### config.mk
export PLATFORM = sky130hd
export DESIGN_NAME = if_id_stage
export DESIGN_NICKNAME = d
export VERILOG_FILES = /design/src/rtl/if_id_stage.sv
export SDC_FILE = /design/constraint.sdc
export NUM_CORES = 1
export LEC_CHECK = 0
export ABC_AREA = 1
export BUFFER_PORTS_ARGS = -buffer_cell sky130_fd_sc_hd__buf_2
export CAP_MARGIN = 5
export CORE_ASPECT_RATIO = 1.4
export CORE_MARGIN = 10
export CORE_UTILIZATION = 52
export DETAILED_ROUTE_END_ITERATION = 16
export HOLD_SLACK_MARGIN = 0.06
export PLACE_DENSITY_LB_ADDON = 0.05
export SKIP_CTS_REPAIR_TIMING = 1
export SKIP_LAST_GASP = 1
export SYNTH_ARGS = -nofsm -noshare
export SYNTH_HDL_FRONTEND = slang
export SYNTH_SLANG_ARGS = --single-unit
### constraint.sdc
create_clock -name clk_i -period 4.9 [get_ports clk_i]
set_clock_uncertainty 0.05 [all_clocks]
set_input_delay 0.98 -clock clk_i [delete_from_list [all_inputs] [get_ports clk_i]]
set_output_delay 0.98 -clock clk_i [all_outputs]
set_load 0.03 [all_outputs]
### src/rtl/if_id_stage.sv
// IF stage PC register and IF/ID pipeline register with stall/flush handling and event counters.
// One-edge latency from Instr_i to ID_instr_o; stall holds IF/ID, flush squashes it; start_i=0 freezes everything.
module if_id_stage (
  input  logic        clk_i,
  input  logic        rst_i,
  input  logic        start_i,
  input  logic        PCWrite_i,
  input  logic        Stall_i,
  input  logic        Flush_i,
  input  logic [31:0] Branch_target_i,
  input  logic [31:0] Instr_i,
  output logic [31:0] pc_o,
  output logic [31:0] ID_pc_o,
  output logic [31:0] ID_instr_o,
  output logic        ID_valid_o,
  output logic [15:0] stall_cnt_o,
  output logic [15:0] flush_cnt_o,
  output logic        proto_err_o
);

  logic        stall_eff;
  logic        flush_eff;

  logic [31:0] pc_d,        pc_q;
  logic [31:0] id_pc_d,     id_pc_q;
  logic [31:0] id_instr_d,  id_instr_q;
  logic        id_valid_d,  id_valid_q;
  logic [15:0] stall_cnt_d, stall_cnt_q;
  logic [15:0] flush_cnt_d, flush_cnt_q;
  logic        proto_err_d, proto_err_q;

  // Stall outranks flush: a stalled ID stage cannot resolve its branch this cycle.
  assign stall_eff = start_i & Stall_i;
  assign flush_eff = start_i & Flush_i & ~Stall_i;

  always_comb begin
    pc_d = pc_q;
    if (flush_eff) begin
      pc_d = Branch_target_i;
    end else if (start_i && PCWrite_i) begin
      pc_d = pc_q + 32'd4;
    end
  end

  always_comb begin
    id_pc_d    = id_pc_q;
    id_instr_d = id_instr_q;
    id_valid_d = id_valid_q;
    if (flush_eff) begin
      id_pc_d    = 32'h0;
      id_instr_d = 32'h0;
      id_valid_d = 1'b0;
    end else if (start_i && !stall_eff) begin
      id_pc_d    = pc_q;
      id_instr_d = Instr_i;
      id_valid_d = 1'b1;
    end
  end

  always_comb begin
    stall_cnt_d = stall_cnt_q;
    flush_cnt_d = flush_cnt_q;
    proto_err_d = proto_err_q;
    if (stall_eff && (stall_cnt_q != 16'hFFFF)) begin
      stall_cnt_d = stall_cnt_q + 16'd1;
    end
    if (flush_eff && (flush_cnt_q != 16'hFFFF)) begin
      flush_cnt_d = flush_cnt_q + 16'd1;
    end
    // Hazard unit should always drive PCWrite_i as the inverse of Stall_i.
    if (start_i && (PCWrite_i == Stall_i)) begin
      proto_err_d = 1'b1;
    end
  end

  always_ff @(posedge clk_i or posedge rst_i) begin
    if (rst_i) begin
      pc_q        <= 32'h0;
      id_pc_q     <= 32'h0;
      id_instr_q  <= 32'h0;
      id_valid_q  <= 1'b0;
      stall_cnt_q <= 16'h0;
      flush_cnt_q <= 16'h0;
      proto_err_q <= 1'b0;
    end else begin
      pc_q        <= pc_d;
      id_pc_q     <= id_pc_d;
      id_instr_q  <= id_instr_d;
      id_valid_q  <= id_valid_d;
      stall_cnt_q <= stall_cnt_d;
      flush_cnt_q <= flush_cnt_d;
      proto_err_q <= proto_err_d;
    end
  end

  assign pc_o        = pc_q;
  assign ID_pc_o     = id_pc_q;
  assign ID_instr_o  = id_instr_q;
  assign ID_valid_o  = id_valid_q;
  assign stall_cnt_o = stall_cnt_q;
  assign flush_cnt_o = flush_cnt_q;
  assign proto_err_o = proto_err_q;

endmodule

==> reports/qor.txt, run 1 <==
status = finished, final reports clean
Worst Hold Path EP = proto_err_o$_DFFE_PP0P_
count leader, synth = nand2_1
Die ar. = 17900 um^2
Initial Util = 52.7%
first-pass GRT wire length = 32600 um
final setup margin = 1740 ps
top cell type's share of synthesized area = 48.4%
clock buffer depth = 2
layout cell share with drive strength beyond 1 = 23.2%
via count = 6540
drt initial violations = 536
Detail Route Antenna Nets = 0
pwr dens = 480 nW/um^2
count of input and output buffers = 199
crit path capture type = flip-flop
worst relative slew slack = 33.8%
ranking of synthesized cells by area = dfrtp_1 48%, nand2_1 20%, nand3_1 6.6%
min-delay src = proto_err_o$_DFFE_PP0P_
worst r2r src = flush_cnt_o[0]$_DFFE_PP0P_
dominant synthesized flop cell = dfrtp_1
min-delay worst type = flip-flop to flip-flop
crit path kind = input port to flip-flop
Yosys Warn Count = 0
Tmin final = 3160 ps
EDFF count, synth = 0
post-synth cell types = 39
vias in the first global route = 6505
Crit path arrival time = 3410 ps
Die Y = 154 um
worst slack, placed = 1330 ps
CP Max Fanout = 55
Max Slew Vio Count = 0
setup TNS = 0 ps
wire per inst = 16.0 um
gpl congestion = 0.902
type of origin of the critical path = input port
Peak VDD IR = 0.000230 V
delay-heaviest family, CP = simple AND/OR/NAND/NOR gates
Clock Sinks = 130
Syn Std Cell Area = 6720 um^2
maxcap violations = 0
WP buf/inv = 4
register area share after synthesis = 48.4%
net total in the final layout = 1165
clk_lat worst skew = 410 ps
GRT overflow = 0
Top Ports = 200
DR pass1 iterations = 5
Synth-to-Final Area Change = 25.4%
Tot GR Track Use = 22.8%
Antenna Cells = 0
root buf cell = clkbuf_16
CP most frequent cell = nand2_1
area of the core = 12800 um^2
CP peak stage delay = 490 ps
crit-path cells = buf_2 > inv_2 > nor2_8 > nand2_4 > inv_2 > nand2_1 > inv_2 > nand2_1 > nand2_1 > nand2_1
Critical-path top delay cell = inv_2
endpoints failing setup = 0
Worst R2R Setup Slack = 2790 ps
H-Tree Depth = 4
register clock-pin slew on the reported worst setup and hold paths = 50 ps
Die W = 116 um
Fin. Hold Viols = 0
Synth async-reset ratio = 100%
R2R cell count = 8
vias per std cell = 5.20
RSZ-0062 raised after global routing = false
fmax = 316 MHz
Mapped Nets = 977
drt drc = 0
synth cell count leaders = 349 x nand2_1, 130 x dfrtp_1, 88 x nand3_1
Synth area leader = dfrtp_1
Post-Syn Instances = 904
WP data required = 5140 ps
P_leak = 4.60 nW
post-DP HPWL = 14800 um
Hold Path Stages = 1
largest net degree at the start of global routing = 103
Synth Area per Inst = 7.43 um^2
flops & latches, synth = 130
initial antenna violation count = 0
CTS tree = built
Routed WL = 20200 um
final critical-path share of the clock period = 64.6%
RR Endpoint = flush_cnt_o[3]$_DFFE_PP0P_
CTS Buf Count = 17
FP Rows = 49
Worst Tran Pin Value = 991 ps
==> power breakdown <==
part	switching [mW]	internal, mW	total, mW
registers	0.208	1.26	1.47
clock network	0.482	0.934	1.42
logic	0.839	0.323	1.16
==> layout make-up <==
cell class,count,area [um^2]
Fill cell,1195,4330
Sequential cell,130,3250
Multi-Input combinational cell,648,2950
Timing Repair Buffer,202,1020
Clock buffer,20,457
Inverter,93,357
Clock inverter,12,203
Tap cell,153,191
==> routing by layer <==
| layer | vias to the layer above | share of wire, % | GRT usage [%] |
|---|---|---|---|
| li1 | 3235 | - | - |
| met3 | 36 | 7.0 | 6.16 |
| met5 | - | 0 | 0 |
| met2 | 222 | 51 | 39.9 |
| met4 | 0 | 2.2 | 8.07 |
| met1 | 3047 | 39 | 25.9 |
==> kinds of logic after synthesis <==
logic type	synth area share [%]
flip-flops	48.4
buffers and inverters	7.69
AND/OR/NAND/NOR	33.1
adder cells (fa/ha/maj)	0.559
XOR/XNOR	2.48
AO/OA/AOI/OAI	7.69
==> cell usage in the layout, fill, tap and decap left out, types with 6 or more instances in the layout <==
cell / count
buf_2: 199
nand2_1: 349
xor2_1: 9
clkbuf_16: 17
a21oi_1: 7
nand4_1: 7
dfrtp_1: 130
a31oi_1: 6
inv_1: 85
nor3_1: 9
nor2_1: 64
o21ai_1: 8
xnor2_1: 10
o21ai_0: 59
nand3_1: 88
==> how the worst max path moves through the flow <==
stage	start	slack, ps	cells past startpoint	endpoint
2_1_floorplan	rst_i	400	1	ID_instr_o[0]$_DFFE_PP0P_
3_3_place_gp	Stall_i	1390	9	flush_cnt_o[7]$_DFFE_PP0P_
3_5_place_dp	start_i	1330	10	flush_cnt_o[6]$_DFFE_PP0P_
4_1_cts	start_i	1750	10	flush_cnt_o[2]$_DFFE_PP0P_
5_1_grt	start_i	1420	10	flush_cnt_o[7]$_DFFE_PP0P_
6_report	start_i	1740	10	flush_cnt_o[2]$_DFFE_PP0P_
==> registers in the layout, indices dropped and copies added, names as in the netlist <==
name         count
ID_instr_o      32
stall_cnt_o     16
ID_pc_o         32
flush_cnt_o     16
ID_valid_o       1
pc_o            32
proto_err_o      1
==> per-stage QoR <==
| step | std cells | util [%] | hold slack, ps | power [mW] | area [um^2] |
|---|---|---|---|---|---|
| after floorplan | 904 | - | 602 | 2.25 | 6720 |
| after global routing | 1258 | 66.1 | 425 | 4.27 | 8430 |
| after CTS | 1258 | 66.1 | 415 | 4.08 | 8430 |
| final | 1258 | 66.1 | 410 | 4.05 | 8430 |
| after global placement | 1226 | 60.9 | 397 | 2.64 | 7770 |
| after detailed placement | 1226 | 60.9 | 402 | 2.66 | 7770 |
No activity file was read; power rests on OpenSTA's default activity.
==> run 2: changes to the inputs <==
Settings changed: ABC_AREA 1 to 0, CORE_UTILIZATION 52 to 51.
Clock period 4.9 ns to 3.2 ns, I/O delays scaled along.
==> run 2 against run 1 <==
Net effect: clock-buffer cell count is 1 lower; synthesized area is 8.6% lower; register-to-register slack worse by 1900 ps; largest cell class unchanged; clock power is 39% higher; synthesized cell count is 30% lower; wire length is 16% lower; die area is 5.8% lower; critical path depth is 4 lower; highest routed layer is now met5; non-clock buffer count is 5 higher; hold slack worse by 120 ps; final cell count is 22% lower; global-route usage is 3.0 points lower.
==> reports/qor.txt, run 2 <==
P_leak = 3.81 nW (was 4.60 nW)
top cell type's share of synthesized area = 53.0% (was 48.4%)
end point of the critical path = flush_cnt_o[3]$_DFFE_PP0P_ (was flush_cnt_o[2]$_DFFE_PP0P_)
WP data required = 3440 ps (was 5140 ps)
Seq pwr share = 39.3% (was 36.3%)
Worst Tran Pin Value = 702 ps (was 991 ps)
dominant synthesized flop cell = dfrtp_1 (unchanged)
Net Sw Power = 1.96 mW (was 1.53 mW)
Post-Layout Inst Area = 7880 um^2 (was 8430 um^2)
largest net degree at the start of global routing = 80 (was 103)
FF+latch area = 3250 um^2 (unchanged)
setup TNS = 0 ps (unchanged)
drt drc = 0 (unchanged)
FP Rows = 47 (was 49)
Tmin final = 2330 ps
drt initial violations = 319 (was 536)
Final Power = 5.56 mW (was 4.05 mW)
final critical-path share of the clock period = 72.7%
Detail Route Antenna Nets = 0 (unchanged)
vias in the first global route = 5302 (was 6505)
Net Sw Frac = 35.3% (was 37.8%)
Clock power frac = 35.5% (was 35.0%)
layout cell share with drive strength beyond 1 = 30.4% (was 23.2%)
worst relative slew slack = 53.1% (was 33.8%)
net total in the final layout = 896 (was 1165)
wire per inst = 17.2 um (was 16.0 um)
Yosys Warn Count = 0 (unchanged)
status = finished, final reports clean (unchanged)
maxcap violations = 0 (unchanged)
Synth-to-Final Area Change = 28.5% (was 25.4%)
area of the core = 11800 um^2 (was 12800 um^2)
internal power = 3.60 mW (was 2.52 mW)
via count = 5214 (was 6540)
gpl congestion = 0.863 (was 0.902)
Routed WL = 16900 um (was 20200 um)
Max Slew Vio Count = 0 (unchanged)
clock buffer depth = 2 (unchanged)
CTS tree = built (unchanged)
most common cell after layout, fill and taps aside = buf_2 (was nand2_1)
CTS Buf Count = 17 (unchanged)
Die ar. = 16900 um^2 (was 17900 um^2)
EDFF count, synth = 0 (unchanged)
Setup crit start = flush_cnt_o[0]$_DFFE_PP0P_ (was start_i)
flops & latches, synth = 130 (unchanged)
Peak VDD IR = 0.000557 V (was 0.000230 V)
type of origin of the critical path = flip-flop (was input port)
leading cell types in the layout, fill and taps excluded = 199 x buf_2, 130 x dfrtp_1, 112 x nand2_1, 80 x o21ai_0, 60 x nand2b_1 (was 349 x nand2_1, 199 x buf_2, 130 x dfrtp_1, 88 x nand3_1, 85 x inv_1)
Synth Area per Inst = 9.74 um^2 (was 7.43 um^2)
final setup margin = 873 ps (was 1740 ps)
ranking of synthesized cells by area = dfrtp_1 53%, nand2_1 6.9%, o21ai_0 6.5% (was dfrtp_1 48%, nand2_1 20%, nand3_1 6.6%)
register clock-pin slew on the reported worst setup and hold paths = 60 ps (was 50 ps)
crit path kind = flip-flop to flip-flop (was input port to flip-flop)
H-Tree Depth = 4 (unchanged)
Synth async-reset ratio = 100% (unchanged)
post-DP HPWL = 12600 um (was 14800 um)
number of fill cells = 1000 (was 1195)
Post-Syn Instances = 630 (was 904)
R2R cell count = 6 (was 8)
DR pass1 iterations = 4 (was 5)
Die Y = 150 um (was 154 um)
Die W = 113 um (was 116 um)
GRT overflow = 0 (unchanged)
initial antenna violation count = 2 (was 0)
Initial Util = 51.9% (was 52.7%)
root buf cell = clkbuf_16 (unchanged)
Worst R2R Setup Slack = 870 ps (was 2790 ps)
endpoints failing setup = 0 (unchanged)
RSZ-0062 raised after global routing = false (unchanged)
placed cell area = 7270 um^2 (was 7770 um^2)
first-pass GRT wire length = 27400 um (was 32600 um)
multi-input gate area in the final layout = 2700 um^2 (was 2950 um^2)
Tot GR Track Use = 19.9% (was 22.8%)
pwr dens = 705 nW/um^2 (was 480 nW/um^2)
register area share after synthesis = 53.0% (was 48.4%)
clk_lat worst skew = 410 ps (about the same)
min-delay worst type = input port to async pin (was flip-flop to flip-flop)
worst r2r src = flush_cnt_o[0]$_DFFE_PP0P_ (unchanged)
RR Endpoint = flush_cnt_o[3]$_DFFE_PP0P_ (unchanged)
vias per std cell = 5.30 (was 5.20)
count leader, synth = dfrtp_1 (was nand2_1)
Crit path arrival time = 2570 ps (was 3410 ps)
worst slack, placed = 885 ps (was 1330 ps)
Clock Sinks = 130 (unchanged)
fmax = 430 MHz
Top Ports = 200 (unchanged)
Mapped Nets = 703 (was 977)
Synth area leader = dfrtp_1 (unchanged)
crit path capture type = flip-flop (unchanged)
Logic pwr share = 25.2% (was 28.7%)
count of input and output buffers = 199 (unchanged)
synth cell count leaders = 130 x dfrtp_1, 112 x nand2_1, 80 x o21ai_0 (was 349 x nand2_1, 130 x dfrtp_1, 88 x nand3_1)
CP Max Fanout = 10 (was 55)
Syn Std Cell Area = 6140 um^2 (was 6720 um^2)
post-synth cell types = 58 (was 39)
Fin. Hold Viols = 0 (unchanged)
run 2: cell count changes after synthesis, sizes merged, moves of 11 or more:
cell | before | now
nand3 | 90 | 28
buf | 20 | 6
inv | 92 | 10
nand2b | 0 | 61
and3 | 0 | 11
clkbuf | 13 | 26
nor2 | 68 | 17
nand2 | 353 | 112
run 2: kinds of logic (layout without fill, tap and decap cells):
logic type / Yosys count / in the layout / share of synthesized area, %
simple gates: 277 / 277 / 23.7
compound gates: 135 / 135 / 13.3
flops: 130 / 130 / 53.0
buf+inv: 43 / 248 / 3.18
xor+xnor: 35 / 35 / 5.00
mux: 7 / 7 / 1.24
fa+ha+maj: 3 / 3 / 0.612
other cells: 0 / 2 / 0
run 2: worst min path at each step:
stage | to | slack (ps) | start | depth (start not counted)
finish | pc_o[11]$_DFFE_PP0P_ | 290 | rst_i | 2
global route | pc_o[6]$_DFFE_PP0P_ | 320 | rst_i | 2
CTS | pc_o[11]$_DFFE_PP0P_ | 300 | rst_i | 2
detailed placement | proto_err_o$_DFFE_PP0P_ | 400 | proto_err_o$_DFFE_PP0P_ | 1
global placement | proto_err_o$_DFFE_PP0P_ | 390 | proto_err_o$_DFFE_PP0P_ | 1
floorplan | proto_err_o$_DFFE_PP0P_ | 590 | proto_err_o$_DFFE_PP0P_ | 1
run 2: layout make-up:
cell class,count,area share (%)
clock buffer,19,5.75
tap,147,2.33
timing repair buffer,207,13.9
inverter,10,0.524
sequential,130,41.3
clock inverter,12,2.00
multi-input combinational,457,34.2
antenna,2,0.0635
run 2: power groups by stage:
stage	sequential [mW]	combinational, mW	clock (mW)
after floorplan	2.66	0.442	0
after global placement	2.19	1.39	0
after detailed placement	2.20	1.42	0
after CTS	2.18	1.42	2.01
after global routing	2.23	1.53	2.08
final	2.18	1.40	1.97
run 2: worst max-delay path: stages, from the launching register on:
cell and delay (ps):
dfrtp_1 420, ha_1 220, and4_1 310, or4b_4 510, o21a_1 310, and4_1 260, xor2_1 130
run 2: layer usage:
metal | track usage, % | part of all wire [%]
met5 | 0 | 0.077
met4 | 7.00 | 1.7
met3 | 6.33 | 7.0
met2 | 33.4 | 50
met1 | 23.3 | 41
run 2: stage by stage:
| stage | hold slack [ps] | utilization [%] | cells |
|---|---|---|---|
| after floorplan | 586 | - | 630 |
| after global placement | 387 | 61.5 | 951 |
| after detailed placement | 397 | 61.5 | 951 |
| after CTS | 300 | 66.6 | 982 |
| after global routing | 322 | 66.6 | 982 |
| final | 286 | 66.7 | 984 |
==> run 3: changes to the inputs <==
Clock period 3.2 ns to 2.2 ns, I/O delays scaled along.
==> run 3 against run 2 <==
Net effect: setup slack got worse by 780 ps; cell area rose by 1.5%; flip-flop and latch count did not move; sequential share of layout area fell by 0.59 points; critical endpoint unchanged; combinational power rose by 52%; sequential power rose by 45%; die area did not move; clock-buffer cell count rose by 2; critical path depth did not move; global-route usage rose by 0.23 points; utilization rose by 1.0 points; wire length rose by 0.53%; largest power group unchanged.
==> reports/qor.txt, run 3 (synthesis gave the netlist of run 2 again) <==
Finished Core Util = 67.7% (was 66.7%)
FP Rows = 47 (unchanged)
crit-path cells = ha_4 > and4_4 > or4b_4 > o21a_2 > and4_1 > xor2_1 (was ha_1 > and4_1 > or4b_4 > o21a_1 > and4_1 > xor2_1)
leading cell types in the layout, fill and taps excluded = 199 x buf_2, 128 x dfrtp_1, 112 x nand2_1, 80 x o21ai_0, 59 x nand2b_1 (was 199 x buf_2, 130 x dfrtp_1, 112 x nand2_1, 80 x o21ai_0, 60 x nand2b_1)
pwr dens = 1010 nW/um^2 (was 705 nW/um^2)
drt initial violations = 252 (was 319)
status = finished, final reports clean (unchanged)
post-DP HPWL = 12900 um (was 12600 um)
CTS Buf Count = 17 (unchanged)
Tot GR Track Use = 20.1% (was 19.9%)
delay-heaviest family, CP = simple AND/OR/NAND/NOR gates (unchanged)
Routed WL = 17000 um (was 16900 um)
maxcap violations = 0 (unchanged)
gpl congestion = 0.855 (was 0.863)
Die ar. = 16900 um^2 (unchanged)
first-pass GRT wire length = 27700 um (was 27400 um)
clock buffer depth = 2 (unchanged)
count of input and output buffers = 199 (unchanged)
H-Tree Depth = 4 (unchanged)
most common cell after layout, fill and taps aside = buf_2 (unchanged)
clk_lat worst skew = 410 ps (about the same)
type of origin of the critical path = flip-flop (unchanged)
vias per std cell = 5.33 (was 5.30)
worst slack, placed = 48.7 ps (was 885 ps)
area of the core = 11800 um^2 (unchanged)
initial antenna violation count = 1 (was 2)
Worst R2R Setup Slack = 90 ps (was 870 ps)
fmax = 474 MHz (was 430 MHz)
Logic pwr share = 26.3% (was 25.2%)
drt drc = 0 (unchanged)
Seq pwr share = 39.1% (was 39.3%)
Worst Tran Pin Value = 832 ps (was 702 ps)
Clock power frac = 34.6% (was 35.5%)
min-delay worst type = input port to async pin (unchanged)
Crit path arrival time = 2350 ps (was 2570 ps)
layout cell share with drive strength beyond 1 = 32.3% (was 30.4%)
Die W = 113 um (unchanged)
crit path kind = flip-flop to flip-flop (unchanged)
Initial Util = 51.9% (unchanged)
Net Sw Frac = 35.0% (was 35.3%)
crit path capture type = flip-flop (unchanged)
DR pass1 iterations = 8 (was 4)
Max Slew Vio Count = 0 (unchanged)
WP buf/inv = 0 (unchanged)
net total in the final layout = 915 (was 896)
RSZ-0062 raised after global routing = false (unchanged)
WP data required = 2430 ps (was 3440 ps)
wire per inst = 17.0 um (was 17.2 um)
final critical-path share of the clock period = 96.0% (was 72.7%)
CTS tree = built (unchanged)
CP Max Fanout = 10 (unchanged)
CP peak stage delay = 470 ps (was 510 ps)
endpoints failing setup = 0 (unchanged)
Synth-to-Final Area Change = 30.4% (was 28.5%)
GRT overflow = 0 (unchanged)
Detail Route Antenna Nets = 0 (unchanged)
Top Ports = 200 (unchanged)
largest net degree at the start of global routing = 102 (was 80)
Tmin final = 2110 ps (was 2330 ps)
final setup margin = 88.2 ps (was 873 ps)
internal power = 5.25 mW (was 3.60 mW)
P_leak = 3.90 nW (was 3.81 nW)
register clock-pin slew on the reported worst setup and hold paths = 50 ps (was 60 ps)
Fin. Hold Viols = 0 (unchanged)
worst relative slew slack = 44.0% (was 53.1%)
Antenna Cells = 0 (was 2)
Critical-path top delay cell = or4b_4 (unchanged)
number of fill cells = 1014 (was 1000)
root buf cell = clkbuf_16 (unchanged)
Clock Sinks = 130 (unchanged)
Peak VDD IR = 0.000864 V (was 0.000557 V)
Die Y = 150 um (unchanged)
via count = 5336 (was 5214)
Net Sw Power = 2.83 mW (was 1.96 mW)
vias in the first global route = 5441 (was 5302)
## run 3: worst reg2reg max path, cell delays in order (launching register included)
cell and delay [ps]:
dfrtp_2 420, ha_4 160, and4_4 230, or4b_4 470
o21a_2 280, and4_1 230, xor2_1 140
## run 3: cell type report
cell class,instances,area [um^2],area share (%)
Multi-Input combinational cell,457,2710,33.9
Clock buffer,21,450,5.63
Sequential cell,130,3260,40.7
Clock inverter,10,135,1.69
Tap cell,147,184,2.30
Inverter,10,41.3,0.516
Timing Repair Buffer,226,1220,15.3
## run 3: metal layers
| metal | up-vias | GRT usage [%] | routed length [um] |
|---|---|---|---|
| met5 | - | 0 | 13 |
| met4 | 2 | 8.02 | 352 |
| met3 | 25 | 6.49 | 1190 |
| met2 | 175 | 34.5 | 8740 |
| met1 | 2522 | 22.5 | 6710 |
| li1 | 2612 | - | - |
## run 3: path summary, 6_finish.rpt
path | from | end | cells after the start
max in group asynchronous | rst_i | flush_cnt_o[0]$_DFFE_PP0P_ | 3
min | rst_i | pc_o[1]$_DFFE_PP0P_ | 3
max reg2reg | flush_cnt_o[0]$_DFFE_PP0P_ | flush_cnt_o[3]$_DFFE_PP0P_ | 6
min in group clk_i | Branch_target_i[1] | pc_o[1]$_DFFE_PP0P_ | 3
max | flush_cnt_o[0]$_DFFE_PP0P_ | flush_cnt_o[3]$_DFFE_PP0P_ | 6
min reg2reg | proto_err_o$_DFFE_PP0P_ | proto_err_o$_DFFE_PP0P_ | 1
## run 3: power by group through the flow
stage          clock, mW  sequential, mW  combinational (mW)
4_1_cts             2.84            3.15                2.16
3_3_place_gp           0            3.16                2.11
3_5_place_dp           0            3.19                2.15
2_1_floorplan          0            3.89               0.651
5_1_grt             2.94            3.21                2.33
6_report            2.79            3.16                2.13
## run 3: through the flow
step	area (um^2)	hold slack, ps	setup TNS [ps]	std cells	power, mW
floorplan	6160	495	-77.0	630	4.54
global placement	7410	387	0	970	5.27
detailed placement	7410	402	0	970	5.34
CTS	8000	119	0	1001	8.16
global route	8000	144	0	1001	8.49
finish	8000	119	0	1001	8.08
